File: src/rtl/pipe_game_pkg.sv
// Shared types and constants for the pipe game: FSM states and BCD score types.
package pipe_game_pkg;

  typedef enum logic [1:0] {
    IDLE = 2'd0,
    PLAY = 2'd1,
    OVER = 2'd2
  } state_t;

  typedef logic [3:0]  bcd_digit_t;
  typedef logic [11:0] bcd_score_t;

  localparam bcd_score_t SCORE_MAX = 12'h999;

  // Saturating single-step BCD increment, used to predict a score one edge ahead.
  function automatic bcd_score_t bcd_inc(input bcd_score_t value);
    bcd_score_t result;
    result = value;
    if (value != SCORE_MAX) begin
      if (value[3:0] != 4'd9) begin
        result[3:0] = value[3:0] + 4'd1;
      end else begin
        result[3:0] = 4'd0;
        if (value[7:4] != 4'd9) begin
          result[7:4] = value[7:4] + 4'd1;
        end else begin
          result[7:4]  = 4'd0;
          result[11:8] = value[11:8] + 4'd1;
        end
      end
    end
    return result;
  endfunction

endpackage

File: src/rtl/bcd_counter.sv
// Three-digit BCD counter with synchronous clear, increment enable and
// saturation at 999.
module bcd_counter
  import pipe_game_pkg::*;
(
  input  logic       i_clk,
  input  logic       i_rst,
  input  logic       i_clr,
  input  logic       i_inc,
  output bcd_score_t o_value
);

  bcd_score_t value_reg;
  bcd_score_t value_next;
  logic [2:0] carry;

  // Blocking the first carry at 999 freezes every digit, giving saturation.
  assign carry[0] = i_inc && (value_reg != SCORE_MAX);

  generate
    for (genvar gi = 0; gi < 3; gi++) begin : g_digit
      bcd_digit_t digit;
      assign digit = value_reg[gi*4 +: 4];
      assign value_next[gi*4 +: 4] = i_clr    ? 4'd0 :
                                     carry[gi] ? ((digit == 4'd9) ? 4'd0 : digit + 4'd1) :
                                                 digit;
      if (gi < 2) begin : g_carry
        assign carry[gi+1] = carry[gi] && (digit == 4'd9);
      end
    end
  endgenerate

  always_ff @(posedge i_clk or posedge i_rst) begin
    if (i_rst) begin
      value_reg <= '0;
    end else begin
      value_reg <= value_next;
    end
  end

  assign o_value = value_reg;

endmodule

File: src/rtl/pipe_collide_score.sv
// Bird/pipe collision, IDLE/PLAY/OVER game FSM and BCD scoring.
// Define HIGH_SCORE_EN to keep a best-score register on o_high_score.
module pipe_collide_score
  import pipe_game_pkg::*;
#(
  parameter int BIRD_X    = 160,
  parameter int BIRD_SIZE = 16,
  parameter int D_HEIGHT  = 480,
  parameter int HIT_TICKS = 2
) (
  input  logic        i_clk,
  input  logic        i_rst,
  input  logic        i_tick,
  input  logic        i_start,
  input  logic [11:0] i_bird_y,
  input  logic [11:0] i_p_x1,
  input  logic [11:0] i_p_x2,
  input  logic [11:0] i_p_y1,
  input  logic [11:0] i_p_y2,
  input  logic        i_point_add,
  output logic [1:0]  o_state,
  output logic        o_pipe_rst,
  output logic        o_hit,
  output logic [11:0] o_score,
  output logic [11:0] o_high_score
);

  localparam logic signed [12:0] BX1  = 13'(BIRD_X - BIRD_SIZE);
  localparam logic signed [12:0] BX2  = 13'(BIRD_X + BIRD_SIZE);
  localparam logic signed [12:0] BSZ  = 13'(BIRD_SIZE);
  localparam logic signed [12:0] DH   = 13'(D_HEIGHT);
  localparam logic [3:0]         HIT_LAST = 4'(HIT_TICKS - 1);

  logic signed [12:0] by1, by2, px1, px2, py1, py2;
  logic               x_ovl, pipe_hit, oob;
  state_t             state;
  logic [3:0]         hit_cnt;
  logic               hit_reg, pipe_rst_reg;
  logic               go_play, go_over, score_inc;
  bcd_score_t         score;

  assign by1 = $signed({1'b0, i_bird_y}) - BSZ;
  assign by2 = $signed({1'b0, i_bird_y}) + BSZ;
  assign px1 = $signed({1'b0, i_p_x1});
  assign px2 = $signed({1'b0, i_p_x2});
  assign py1 = $signed({1'b0, i_p_y1});
  assign py2 = $signed({1'b0, i_p_y2});

  assign x_ovl    = (BX2 >= px1) && (BX1 <= px2);
  assign pipe_hit = x_ovl && ((by1 < py1) || (by2 > py2));
  assign oob      = (by1 < 13'sd0) || (by2 >= DH);

  assign go_play   = (state != PLAY) && i_start;
  assign go_over   = (state == PLAY) && i_tick && (oob || (pipe_hit && (hit_cnt == HIT_LAST)));
  assign score_inc = (state == PLAY) && i_point_add;

  always_ff @(posedge i_clk or posedge i_rst) begin
    if (i_rst) begin
      state        <= IDLE;
      hit_cnt      <= '0;
      hit_reg      <= 1'b0;
      pipe_rst_reg <= 1'b1;
    end else begin
      hit_reg <= go_over;
      case (state)
        IDLE, OVER: begin
          if (i_start) begin
            state        <= PLAY;
            hit_cnt      <= '0;
            pipe_rst_reg <= 1'b0;
          end
        end
        PLAY: begin
          if (i_tick) begin
            hit_cnt <= pipe_hit ? hit_cnt + 4'd1 : 4'd0;
            if (go_over) begin
              state        <= OVER;
              pipe_rst_reg <= 1'b1;
            end
          end
        end
        default: begin
          state        <= IDLE;
          pipe_rst_reg <= 1'b1;
        end
      endcase
    end
  end

  bcd_counter u_score (
    .i_clk   (i_clk),
    .i_rst   (i_rst),
    .i_clr   (go_play),
    .i_inc   (score_inc),
    .o_value (score)
  );

`ifdef HIGH_SCORE_EN
  bcd_score_t high_score_reg;
  bcd_score_t final_score;

  // The final score includes a point arriving on the game-ending cycle.
  assign final_score = score_inc ? bcd_inc(score) : score;

  always_ff @(posedge i_clk or posedge i_rst) begin
    if (i_rst) begin
      high_score_reg <= '0;
    end else if (go_over && (final_score > high_score_reg)) begin
      high_score_reg <= final_score;
    end
  end

  assign o_high_score = high_score_reg;
`else
  assign o_high_score = 12'h000;
`endif

  assign o_state    = state;
  assign o_pipe_rst = pipe_rst_reg;
  assign o_hit      = hit_reg;
  assign o_score    = score;

endmodule

File: config.mk
export PLATFORM = sky130hd
export DESIGN_NAME = pipe_collide_score
export DESIGN_NICKNAME = d
export VERILOG_FILES = /design/src/rtl/pipe_game_pkg.sv /design/src/rtl/bcd_counter.sv /design/src/rtl/pipe_collide_score.sv
export SDC_FILE = /design/constraint.sdc
export NUM_CORES = 1
export LEC_CHECK = 0
export ABC_AREA = 1
export BUFFER_PORTS_ARGS = -buffer_cell sky130_fd_sc_hd__buf_4
export CORE_UTILIZATION = 49
export CTS_CLUSTER_DIAMETER = 40
export DETAILED_ROUTE_END_ITERATION = 6
export PLACE_DENSITY = 0.81
export SLEW_MARGIN = 20
export SYNTH_ARGS = -nofsm -noshare
export SYNTH_HDL_FRONTEND = slang
export SYNTH_SLANG_ARGS = --single-unit
File: constraint.sdc
create_clock -name i_clk -period 2.5 [get_ports i_clk]
set_clock_uncertainty 0.15 [all_clocks]
set_input_delay 0.5 -clock i_clk [delete_from_list [all_inputs] [get_ports i_clk]]
set_output_delay 0.5 -clock i_clk [all_outputs]
set_load 0.005 [all_outputs]
Word-level counts from Yosys, hierarchy flattened

Index checks and enable logic that the tools add are counted.

Register bits: 20
Bits of input ports: 65
Word-level logic and storage cells: 72

Add/subtract/negate cells: 6
Magnitude comparators: 6
Equality and inequality tests: 11
Multiplexer cells: 21
Reduce and logical (&&, ||, !) cells: 21

Operators with widths:

| cell                    | count |
|---|---|
| $mux W4                 | 12 |
| $add A4 B1 Y4 const B   | 4 |
| $add A12 B5 Y13 const B | 1 |
| $ge A13 B10 Y1 const B  | 1 |
| $gt A13 B13 Y1          | 1 |
| $lt A13 B1 Y1 const B   | 1 |
| $lt A13 B13 Y1          | 1 |
| $sub A12 B5 Y13 const B | 1 |
| $eq A4 B4 Y1 const B    | 3 |
| $ge A8 B12 Y1 const A   | 1 |
| $le A8 B12 Y1 const A   | 1 |
| $ne A12 B12 Y1 const B  | 1 |
| $logic_and A1 B1 Y1     | 10 |
| $pmux W4 S2             | 1 |
| $reduce_bool A2 Y1      | 4 |
| $mux W2                 | 3 |
| $ne A2 B2 Y1 const B    | 3 |
| $reduce_and A3 Y1       | 2 |
| $eq A4 B1 Y1 const B    | 1 |
| $pmux W2 S2             | 1 |
| $logic_or A1 B1 Y1      | 3 |
| $mux W1                 | 3 |
| $eq A2 B1 Y1 const B    | 1 |
| $eq A2 B2 Y1 const B    | 1 |
| 4 further kinds         | 4 |

Depth between registers and ports, before layout

Gate-level depths: netlist of the first run.

Word-level depth: 10
Gate-level depth with buffers: 22
Mapped depth without buffers: 22

By module

Synthesis of the first run repeated with hierarchy kept, for this count alone.

Cells, all modules: 344
Area, all modules: 2378.5 sq um

By module, submodules not included:

| module             | instances | cells each | area each (sq um) | sequential area each (sq um) |
|---|---|---|---|---|
| pipe_collide_score | 1         | 246        | 1616.6            | 201.4 |
| bcd_counter        | 1         | 98         | 762.0             | 300.3 |

Least setup slack after synthesis of the first run

No wires, ideal clock.

Path kind: input-to-reg
Start point: input i_bird_y[4]
End point: register state[1] (netlist: o_state[1])
Arrival: 2.404 ns
Required time: 2.233 ns
Setup slack: -0.171 ns
Stages: 20
Buffers on the path: 0
Path through: inv_1 -> ha_1 -> nand3_2 -> nor3_1 -> xor2_1 -> ha_1 -> a21oi_1 -> o211ai_1 -> inv_1 -> o21ai_1 -> nor2_1 -> nor2_1 -> nand2_1 -> nand3_1 -> nand2_1 -> nand2_2 -> nand2_2 -> nand2_2 -> nand2_1 -> nand2_1

Word-level cells in the longest chain between the ends: 9
Elaborated cells between the ends (all ways): 14
Those cells by class: add/sub (2); order compare (4); eq/ne (1); reduce/logical (7)

RTL lines:

| item                                               | RTL line                                           | RTL |
|---|---|---|
| from (decl)                                        | pipe_collide_score.sv:15                           | `input logic [11:0] i_bird_y,` |
| $sub A12 B5 Y13 or $add A12 B5 Y13 (tied branches) | pipe_collide_score.sv:42, pipe_collide_score.sv:43 |  |
| $lt A13 B13 Y1 or $gt A13 B13 Y1 (tied branches)   | pipe_collide_score.sv:50                           | `assign pipe_hit = x_ovl && ((by1 < py1) \|\| (by2 > py2));` |
| $logic_or A1 B1 Y1                                 | pipe_collide_score.sv:50                           |  |
| $logic_and A1 B1 Y1                                | pipe_collide_score.sv:50                           |  |
| $logic_and A1 B1 Y1                                | pipe_collide_score.sv:54                           | `assign go_over = (state == PLAY) && i_tick && (oob \|\| (pipe_hit && (hit_cnt == HIT_LAST)));` |
| $logic_or A1 B1 Y1 (*)                             | pipe_collide_score.sv:54                           |  |
| $logic_and A1 B1 Y1 (*)                            | pipe_collide_score.sv:54                           |  |
| $ne A2 B2 Y1 (no source line) (*)                  | --                                                 |  |
| $reduce_and A3 Y1 (no source line) (*)             | --                                                 |  |
| to (signal assigned)                               | pipe_collide_score.sv:59                           | `state <= IDLE;` |
| to (signal assigned)                               | pipe_collide_score.sv:68                           | `state <= PLAY;` |
| to (signal assigned)                               | pipe_collide_score.sv:77                           | `state <= OVER;` |
| to (decl)                                          | pipe_collide_score.sv:36                           | `state_t state;` |

Mark *: on every way between the ends. The rest lies on a longest branch, timed or not.
A chain may end at the register's enable or synchronous reset.

Worst setup path in the final report of the first run

Start point: input i_bird_y[5]
End point: register state[1] (netlist: o_state[1])

The elaborated chain is that of the path after synthesis.

==> results.sh, run 1 <==
export IMPL_r2r_start="u_score.o_value[5]"
export IMPL_finalWirelength_mm=5.60
export IMPL_detail_route_wl_per_cell_um=11.9
export IMPL_drc=1
export IMPL_synth_seq_cells=20
export IMPL_rows=24
export IMPL_irDropWorstVdd_v=0.000302
export IMPL_nNetsFinal=518
export IMPL_ff2ff_setup_slack_ps=270
export IMPL_reg2reg_depth=10
export IMPL_internal_power_w=0.00105
export IMPL_p_leak_nw=1.78
export IMPL_synth_cells=315
export IMPL_p_sw_frac=0.385
export IMPL_layout_common_cells="buf_4 (99), inv_1 (62), nand2_1 (50), ha_1 (30), nor2_1 (20)"
export IMPL_combPwrFrac=0.498
export IMPL_timing_rr_end="u_score.o_value[7]"
export IMPL_min_period_ps=2510
export IMPL_clk_pin_slew_ps=80
export IMPL_grt_usage=0.233
export IMPL_via_count=2319
export IMPL_cp_max_fo=4
export IMPL_layout_commonest_cell="buf_4"
export IMPL_path_common_cell="nand2_2"
export IMPL_placed_cells=461
export IMPL_endpoint_kind="flip-flop"
export IMPL_place_port_buffers=76
export IMPL_cp_depth=20
export IMPL_crit_slowest_cell="ha_1"
export IMPL_antenna_found_initial=0
export IMPL_numCtsBuffers=3
export IMPL_fmax_mhz=398
export IMPL_overflow=0
export IMPL_worst_path_buf_inv=3
export IMPL_drt_initial_drc_count=85
export IMPL_dr_pass1_iters=7
export IMPL_synth_top_cell_by_area="dfrtp_1"
export IMPL_instances_no_fill=471
export IMPL_cts_hold_buffers=0
export IMPL_cts_sinks=20
export IMPL_grt_pass1_wl_mm=9.47
export IMPL_die_area_sq_um=4810
export IMPL_ioPinCount=93
export IMPL_drv_slew=0
export IMPL_synthToLayoutAreaGrowth_pct=46.3
export IMPL_layout_setup_ws_ps=-10.4
export IMPL_syn_cell_area_sq_um=2220
export IMPL_die_h_um=69.3
export IMPL_finalWeightedCongestion=0.815
export IMPL_diodes=0
export IMPL_finalCritPeriodShare=1.00
export IMPL_pwr_share_seq=0.313
export IMPL_ctsHtreeMaxLevel=1
export IMPL_synth_top_area_frac=0.214
export IMPL_tightest_slew_ps=750
export IMPL_crit_chain="buf_6, inv_4, ha_4, buf_4, xor2_1, ha_1, a21oi_1, nor2_1, nor3_2, o21ai_1, nor2_1, nor2_1, nand2_2, nand3_2, nand2_2, nand2_2, nand2_2, nand2_2, nand2_1, nand2_1"
export IMPL_startpoint="i_bird_y[5]"
export IMPL_netlist_top_cells_area="dfrtp_1 (21%), ha_1 (19%), inv_1 (11%)"
export IMPL_dp_hpwl_mm=4.47
export IMPL_outcome="complete, but fails checks"
export IMPL_clockRootBuffer="clkbuf_8"
export IMPL_coreArea_sq_um=4350
export IMPL_grt_start_max_net_pins=21
export IMPL_p_clk_frac=0.189
export IMPL_cts_buffer_depth=2
export IMPL_grt_pass1_vias=2303
export IMPL_detail_route_antenna_nets=0
export IMPL_relSlewSlack=0.499
export IMPL_die_w_um=69.3
export IMPL_clock_latency_ps=260
export IMPL_rsz0062_at_grt="true"
export IMPL_finalSetupViolations=1
export IMPL_tns_ps=-10.4
export IMPL_min_path_type="in2async"
export IMPL_cpPeakStageDelay_ps=290
export IMPL_seq_area_frac_synth=0.226
export IMPL_worstSetupPathType="in2reg"
export IMPL_crit_arrival_ps=2510
export IMPL_avgSynthCellArea_sq_um=7.05
export IMPL_cp_top_family="simple AND/OR/NAND/NOR gates"
export IMPL_p_switching_w=0.000655
export IMPL_power_density_nw_per_um2=523
export IMPL_setup_worst_path_start_class="input pin"
export IMPL_cts_tree="done"
export IMPL_p_total_w=0.00170
export IMPL_finalHoldViolCount=0
export IMPL_violations="design-rule violations, negative setup slack"
export IMPL_drive_above_1_share=0.356
export IMPL_synth_distinct_cells=34
export IMPL_endpoint="o_state[1]"
export IMPL_cp_required_ps=2490
export IMPL_cap_violations=0
export IMPL_initial_utilization=0.510
export IMPL_viasPerCell=4.92
export IMPL_yosysWarnings=0
-- cells in the mapped netlist (all sizes together) --
library cell and count:
nand4 10, o31ai 4, ha 33, conb 1
a21oi 15, nor3 9, nand3b 1, o311ai 1
xor2 13, buf 14, o21ai 9, nor4 3
dfrtp 19, a21o 1, a22o 1, nand3 17
inv 68, and3 1, dfstp 1, o41ai 1
nand2 60, o211ai 1, nor2 27, o21a 2
o32ai 2, xnor2 1
-- worst register-to-register path: stages, from the launching register on --
cell and delay (ps):
dfrtp_1 440, inv_1 70, ha_1 130, nand3_1 160, o311ai_2 370, nand2_2 160, nand2_1 170, inv_1 150
nand4_1 120, xor2_1 150, nor2_1 50
-- routing by layer --
metal,part of all wire,GRT usage
met1,0.40,0.274
met3,0.038,0.0203
met2,0.55,0.454
met5,0,0
met4,0.015,0.0476
-- flip-flops by register name (all words and copies together), names as in the netlist --
register / flops
hit_cnt: 4
o_hit: 1
o_pipe_rst: 1
o_state: 2
u_score.o_value: 12
-- power by group through the flow --
stage	clock network (W)	logic (W)	registers (W)
finish	0.000321	0.000847	0.000532
floorplan	0	0.000454	0.000527
global route	0.000342	0.000962	0.000553
detailed placement	0	0.000802	0.000538
CTS	0.000328	0.000813	0.000533
global placement	0	0.000772	0.000532
-- worst min-delay path by stage --
stage,from,cells past startpoint,endpoint,slack [ps]
6_report,i_rst,2,u_score.o_value[8],220
5_1_grt,i_rst,2,u_score.o_value[1],300
4_1_cts,i_rst,2,u_score.o_value[3],250
3_5_place_dp,o_pipe_rst,2,o_pipe_rst,310
3_3_place_gp,o_pipe_rst,2,o_pipe_rst,300
2_1_floorplan,o_pipe_rst,2,o_pipe_rst,300
-- timing repair --
item / in CTS / in global routing
setup endpoints to repair: 7 / 8
resized for setup: 7 / 25
buffers inserted: 2 / 4
pin swaps: 16 / 29
-- stage by stage --
| step | util | area, sq um | hold slack (ps) | setup slack (ps) |
|---|---|---|---|---|
| floorplan | - | 2300 | 301 | -38.3 |
| global route | 0.746 | 3250 | 296 | -164 |
| global placement | 0.687 | 2990 | 303 | -304 |
| finish | 0.746 | 3250 | 225 | -10.4 |
| detailed placement | 0.687 | 2990 | 313 | -370 |
| CTS | 0.712 | 3100 | 251 | -41.9 |
-- kinds of logic (layout without fill, tap and decap cells) --
| group | Yosys count | in the layout | synth area share |
|---|---|---|---|
| simple gates | 128 | 128 | 0.265 |
| xor+xnor | 14 | 14 | 0.0552 |
| fa+ha+maj | 33 | 33 | 0.186 |
| compound gates | 37 | 37 | 0.106 |
| buf+inv | 82 | 175 | 0.160 |
| other cells | 1 | 12 | 0.00169 |
| flops | 20 | 20 | 0.226 |
-- cell type report --
class                      count  area, sq um
clock buffer                   3         41.3
clock inverter                 1         30.0
fill                         329         1100
inverter                      68          263
multi-input combinational    224         1550
sequential                    20          502
tap                           52         65.1
timing repair buffer         103          797
No activity file was read; power rests on OpenSTA's default activity.
==> run 2: changes to the inputs <==
--- a/config.mk
+++ b/config.mk
@@ -6,11 +6,11 @@
 export NUM_CORES = 1
 export LEC_CHECK = 0
 export ABC_AREA = 1
-export BUFFER_PORTS_ARGS = -buffer_cell sky130_fd_sc_hd__buf_4
-export CORE_UTILIZATION = 49
+export CORE_UTILIZATION = 56
 export CTS_CLUSTER_DIAMETER = 40
 export DETAILED_ROUTE_END_ITERATION = 6
-export PLACE_DENSITY = 0.81
+export DONT_BUFFER_PORTS = 1
+export PLACE_DENSITY = 0.71
 export SLEW_MARGIN = 20
 export SYNTH_ARGS = -nofsm -noshare
 export SYNTH_HDL_FRONTEND = slang
==> run 2 against run 1 <==
- the run now ends clean
- critical path type unchanged
- final cell count decreased by 20%
- non-clock buffer count down 91
- total power fell by 18%
- largest cell class unchanged
- fmax grew 4.9%
- sequential power increased by 3.9%
==> results.sh, run 2 (synthesis results as in run 1) <==
export IMPL_outcome="completed"
export IMPL_largest_reg_flops=12
export IMPL_cts_tree="done"
export IMPL_cap_violations=0
export IMPL_cp_required_ps=2510
export IMPL_whs_ps=107
export IMPL_grt_usage=0.219
export IMPL_grt_pass1_wl_mm=7.31
export IMPL_rows=22
export IMPL_endpoint_kind="flip-flop"
export IMPL_worstSetupPathType="in2reg"
export IMPL_drv_slew=0
export IMPL_ioPinCount=93
export IMPL_detail_route_wl_per_cell_um=12.0
export IMPL_die_w_um=65.0
export IMPL_tightest_slew_ps=747
export IMPL_initial_utilization=0.593
export IMPL_finalCritPeriodShare=0.957
export IMPL_grt_pass1_vias=1741
export IMPL_die_h_um=65.0
export IMPL_via_count=1957
export IMPL_dr_pass1_iters=4
export IMPL_tns_ps=0
export IMPL_finalSetupViolations=0
export IMPL_rsz0062_at_grt="true"
export IMPL_relSlewSlack=0.502
export IMPL_min_path_type="in2async"
export IMPL_place_port_buffers=0
export IMPL_antenna_found_initial=0
export IMPL_power_density_nw_per_um2=556
export IMPL_p_leak_nw=1.33
export IMPL_clockRootBuffer="clkbuf_8"
export IMPL_crit_arrival_ps=2400
export IMPL_die_area_sq_um=4220
export IMPL_synthToLayoutAreaGrowth_pct=13.1
export IMPL_finalWeightedCongestion=0.763
export IMPL_drt_initial_drc_count=76
export IMPL_cts_sinks=20
export IMPL_viasPerCell=5.20
export IMPL_grt_start_max_net_pins=21
export IMPL_layout_commonest_cell="inv_1"
export IMPL_diodes=0
export IMPL_overflow=0
export IMPL_clk_pin_slew_ps=70
export IMPL_post_place_ws_ps=-157
export IMPL_detail_route_antenna_nets=0
export IMPL_cts_buffer_depth=2
export IMPL_finalHoldViolCount=0
export IMPL_dp_hpwl_mm=3.61
export IMPL_drive_above_1_share=0.168
export IMPL_fmax_mhz=418
export IMPL_min_period_ps=2390
export IMPL_setup_worst_path_start_class="input pin"
export IMPL_layout_common_cells="inv_1 (63), nand2_1 (49), ha_1 (30), nor2_1 (19), dfrtp_1 (19)"
export IMPL_numCtsBuffers=3
export IMPL_cp_max_fo=4
export IMPL_coreArea_sq_um=3740
export IMPL_clock_latency_ps=260
export IMPL_irDropWorstVdd_v=0.000252
export IMPL_finalWirelength_mm=4.53
export IMPL_drc=0
export IMPL_nNetsFinal=427
export IMPL_layout_setup_ws_ps=107
export IMPL_ctsHtreeMaxLevel=1
run 2: cell types whose count changed in the layout (fill, tap and decap cells not counted), sizes merged:
cell / previous run / this run
clkbuf: 3 / 4
buf: 103 / 12
clkinv: 0 / 1
inv: 68 / 67
bufinv: 1 / 0
run 2: power by group:
part           switching [W]  internal, W
logic               0.000373     0.000227
clock network       0.000105     0.000140
registers           0.000127     0.000427
run 2: cell type report:
cell class,count,area [sq um]
Multi-Input combinational cell,224,1530
Timing Repair Buffer,12,93.8
Sequential cell,20,502
Fill cell,334,1230
Tap cell,48,60.1
Clock buffer,4,55.1
Inverter,68,270
run 2: final timing paths:
| check | cells past startpoint | endpoint | start | slack [ps] |
|---|---|---|---|---|
| hold reg to reg | 2 | o_pipe_rst | o_pipe_rst | 330 |
| setup / recovery | 20 | o_state[1] | i_bird_y[5] | 110 |
| setup reg to reg | 10 | u_score.o_value[7] | u_score.o_value[5] | 200 |
| hold / removal | 1 | hit_cnt[1] | i_rst | 110 |
| max in group asynchronous | 1 | u_score.o_value[1] | i_rst | 1630 |
| min in group i_clk | 2 | u_score.o_value[1] | i_point_add | 270 |
run 2: routing by layer:
layer | up-vias | routed length (um) | global-route usage
met1 | 885 | 1930 | 0.262
li1 | 1014 | - | -
met5 | - | 0 | 0
met2 | 52 | 2330 | 0.391
met4 | 0 | 73 | 0.0722
met3 | 6 | 193 | 0.0352
run 2: stage by stage:
| stage | util | power (W) | cells | cell area (sq um) |
|---|---|---|---|---|
| finish | 0.671 | 0.00140 | 376 | 2510 |
| global route | 0.671 | 0.00153 | 376 | 2510 |
| CTS | 0.640 | 0.00136 | 375 | 2390 |
| detailed placement | 0.625 | 0.00111 | 371 | 2340 |
| global placement | 0.625 | 0.00108 | 371 | 2340 |
| floorplan | - | 0.000981 | 326 | 2300 |
run 2: worst max-delay path: stages:
cell and delay (ps):
inv_4 40, ha_4 140, nand3_4 80, buf_6 130, xor2_2 130, ha_1 330
nand2_2 90, nor2_2 40, nor3_2 150, o21ai_1 80, nor2_1 100, nor2_1 60
nand2_2 70, nand3_2 60, nand2_2 90, nand2_2 60, nand2_2 80, nand2_2 70
nand2_2 50, nand2_1 50
run 2: repair_timing:
| item | CTS | global route |
|---|---|---|
| endpoints found under the setup margin | 0 | 10 |
| setup buffers | 0 | 1 |
| resized for setup | 0 | 26 |
| hold buffers | 0 | 0 |
==> run 3: changes to the inputs <==
--- a/config.mk
+++ b/config.mk
@@ -14,4 +14,5 @@
 export SLEW_MARGIN = 20
 export SYNTH_ARGS = -nofsm -noshare
 export SYNTH_HDL_FRONTEND = slang
+export SYNTH_HIERARCHICAL = 1
 export SYNTH_SLANG_ARGS = --single-unit
==> run 3 against run 2 <==
- sequential power decreased by 0.9%
- largest power group unchanged
- critical path depth unchanged
- combinational power decreased by 5.0%
- via count increased by 7.7%
- sequential share of layout area decreased by 0.78 points
- final area up 4.1%
- first-iteration DRC count rose by 47%
- largest cell class unchanged
==> results.sh, run 3 <==
export IMPL_tns_ps=0
export IMPL_rows=23
export IMPL_finalSetupViolations=0
export IMPL_netlist_top_cells_area="dfrtp_1 (20%), ha_1 (16%), inv_1 (11%)"
export IMPL_grt_usage=0.218
export IMPL_synth_top_cell_by_area="dfrtp_1"
export IMPL_die_h_um=67.2
export IMPL_fin_area_sq_um=2620
export IMPL_layout_setup_ws_ps=7.04
export IMPL_dominantRegCellSynth="dfrtp_1"
export IMPL_fillers=379
export IMPL_outcome="completed"
export IMPL_clk_pin_slew_ps=70
export IMPL_viasPerCell=5.14
export IMPL_drv_slew=0
export IMPL_drt_initial_drc_count=112
export IMPL_crit_arrival_ps=2530
export IMPL_rsz0062_at_grt="true"
export IMPL_die_area_sq_um=4510
export IMPL_relSlewSlack=0.658
export IMPL_finalWirelength_mm=4.67
export IMPL_irDropWorstVdd_v=0.000270
export IMPL_layout_commonest_cell="inv_1"
export IMPL_worstSetupPathType="in2reg"
export IMPL_overflow=0
export IMPL_cap_violations=0
export IMPL_yosysWarnings=6
export IMPL_antenna_found_initial=0
export IMPL_coreArea_sq_um=4030
export IMPL_synth_seq_cells=20
export IMPL_die_w_um=67.2
export IMPL_route_met3_wl_um=185
export IMPL_finalHoldViolCount=0
export IMPL_synth_edff_count=0
export IMPL_initial_utilization=0.590
export IMPL_finalWeightedCongestion=0.772
export IMPL_place_port_buffers=0
export IMPL_min_period_ps=2490
export IMPL_drc=0
export IMPL_cts_buffer_depth=2
export IMPL_seq_area_frac_synth=0.211
export IMPL_power_density_nw_per_um2=520
export IMPL_synth_distinct_cells=37
export IMPL_synth_most_common_cell="inv_1"
export IMPL_grt_pass1_wl_mm=7.63
export IMPL_finalCritPeriodShare=0.997
export IMPL_syn_cell_area_sq_um=2380
export IMPL_detail_route_antenna_nets=0
export IMPL_ioPinCount=93
export IMPL_synth_cells=344
export IMPL_grt_start_max_net_pins=14
export IMPL_numCtsBuffers=3
export IMPL_dr_pass1_iters=4
export IMPL_ys_top_cells_by_count="inv_1 (70), nand2_1 (65), ha_1 (31)"
export IMPL_clock_latency_ps=250
export IMPL_tightest_slew_ps=511
export IMPL_clockRootBuffer="clkbuf_8"
export IMPL_via_count=2107
export IMPL_post_place_ws_ps=-248
export IMPL_grt_pass1_vias=1898
export IMPL_largest_reg_flops=12
export IMPL_setup_worst_path_start_class="input pin"
export IMPL_p_leak_nw=1.43
export IMPL_diodes=0
export IMPL_ctsHtreeMaxLevel=1
export IMPL_dp_hpwl_mm=3.87
export IMPL_fmax_mhz=401
export IMPL_async_flop_share=1.00
export IMPL_synth_top_area_frac=0.200
export IMPL_avgSynthCellArea_sq_um=6.91
export IMPL_cp_required_ps=2540
export IMPL_nNetsFinal=457
export IMPL_wl_met2_mm=2.47
export IMPL_cts_sinks=20
export IMPL_synthToLayoutAreaGrowth_pct=9.94
export IMPL_endpoint_kind="flip-flop"
export IMPL_layout_common_cells="inv_1 (69), nand2_1 (61), nor2_1 (28), ha_1 (28), nand3_1 (26)"
export IMPL_cp_max_fo=7
export IMPL_top_layer_used="met4"
export IMPL_min_path_type="in2reg"
export IMPL_drive_above_1_share=0.150
export IMPL_cts_tree="done"
export IMPL_detail_route_wl_per_cell_um=11.4
export IMPL_place_area_sq_um=2490
export IMPL_met1_length_mm=1.96
[run 3: cell types whose count changed after synthesis, sizes merged, moves of 3 or more]
cell / previous run / this run
nor2: 27 / 34
nand3: 17 / 32
nand2: 60 / 75
a21oi: 15 / 9
o31ai: 4 / 1
nor3: 9 / 4
[run 3: logic make-up (layout without fill, tap and decap cells)]
logic type,Yosys count,count (layout),share of synthesized area
adders and majority gates,31,31,0.163
AOI/OAI and AO/OA,26,26,0.0621
and+or+nand+nor,163,163,0.338
other,1,12,0.00158
DFF,20,20,0.211
buffers and inverters,86,91,0.162
xor gates and xnor gates,17,17,0.0626
[run 3: final cells by class]
class	instances	area, sq um	area share
Clock buffer	4	55.1	0.0211
Sequential cell	20	502	0.192
Tap cell	50	62.6	0.0239
Multi-Input combinational cell	249	1610	0.614
Inverter	71	267	0.102
Timing Repair Buffer	16	123	0.0469
[run 3: layer usage]
| layer | vias to the layer above | GRT usage |
|---|---|---|
| li1 | 1091 | - |
| met1 | 962 | 0.243 |
| met2 | 50 | 0.416 |
| met3 | 4 | 0.0338 |
| met4 | 0 | 0.0665 |
| met5 | - | 0 |
[run 3: power by group]
group	leakage, nW	total [W]	switching, W	internal, W
logic	1.13	0.000569	0.000341	0.000228
registers	0.266	0.000548	0.000134	0.000414
clock network	0.0288	0.000242	0.000102	0.000140
total	1.43	0.00136	0.000577	0.000782
[run 3: per-stage QoR]
step,hold slack [ps],std cells,power [W],util
after floorplan,165,355,0.000983,-
after global placement,200,404,0.00108,0.618
after detailed placement,201,404,0.00110,0.618
after CTS,288,409,0.00135,0.634
after global routing,289,410,0.00151,0.649
final,294,410,0.00136,0.649
[run 3: repair_timing]
item | CTS | global route
endpoints found under the hold margin | 19 | 0
endpoints found under the setup margin | 0 | 8
hold buffers | 1 | 0
setup buffers | 0 | 1
resized for setup | 0 | 12
[run 3: worst max-delay path: stages]
cell and delay [ps]:
nand3_4 60, nand3b_1 200, nor2_2 150, nand3_1 100, nand2_2 80, inv_2 50
ha_4 260, nand4_1 80, nor4_2 290, nand3_1 110, nand2_1 70, inv_1 30
nand2_1 70, nand2_1 80, nand3_1 70, nand2_1 90, nand2_2 90, nand2_2 60
nand2_2 60, nand2_2 50
[run 3: final timing paths]
kind                            depth (start not counted)                  end  slack [ps]        start
min in group asynchronous                               2           o_state[1]         500        i_rst
worst max register to register                          8  u_score/o_value[10]         600   o_state[0]
worst min register to register                          2           o_pipe_rst         340   o_pipe_rst
max in group asynchronous                               2   u_score/o_value[4]        1320        i_rst
worst min-delay path                                    3           o_state[1]         290      i_start
worst max-delay path                                   20           o_pipe_rst           7  i_bird_y[6]
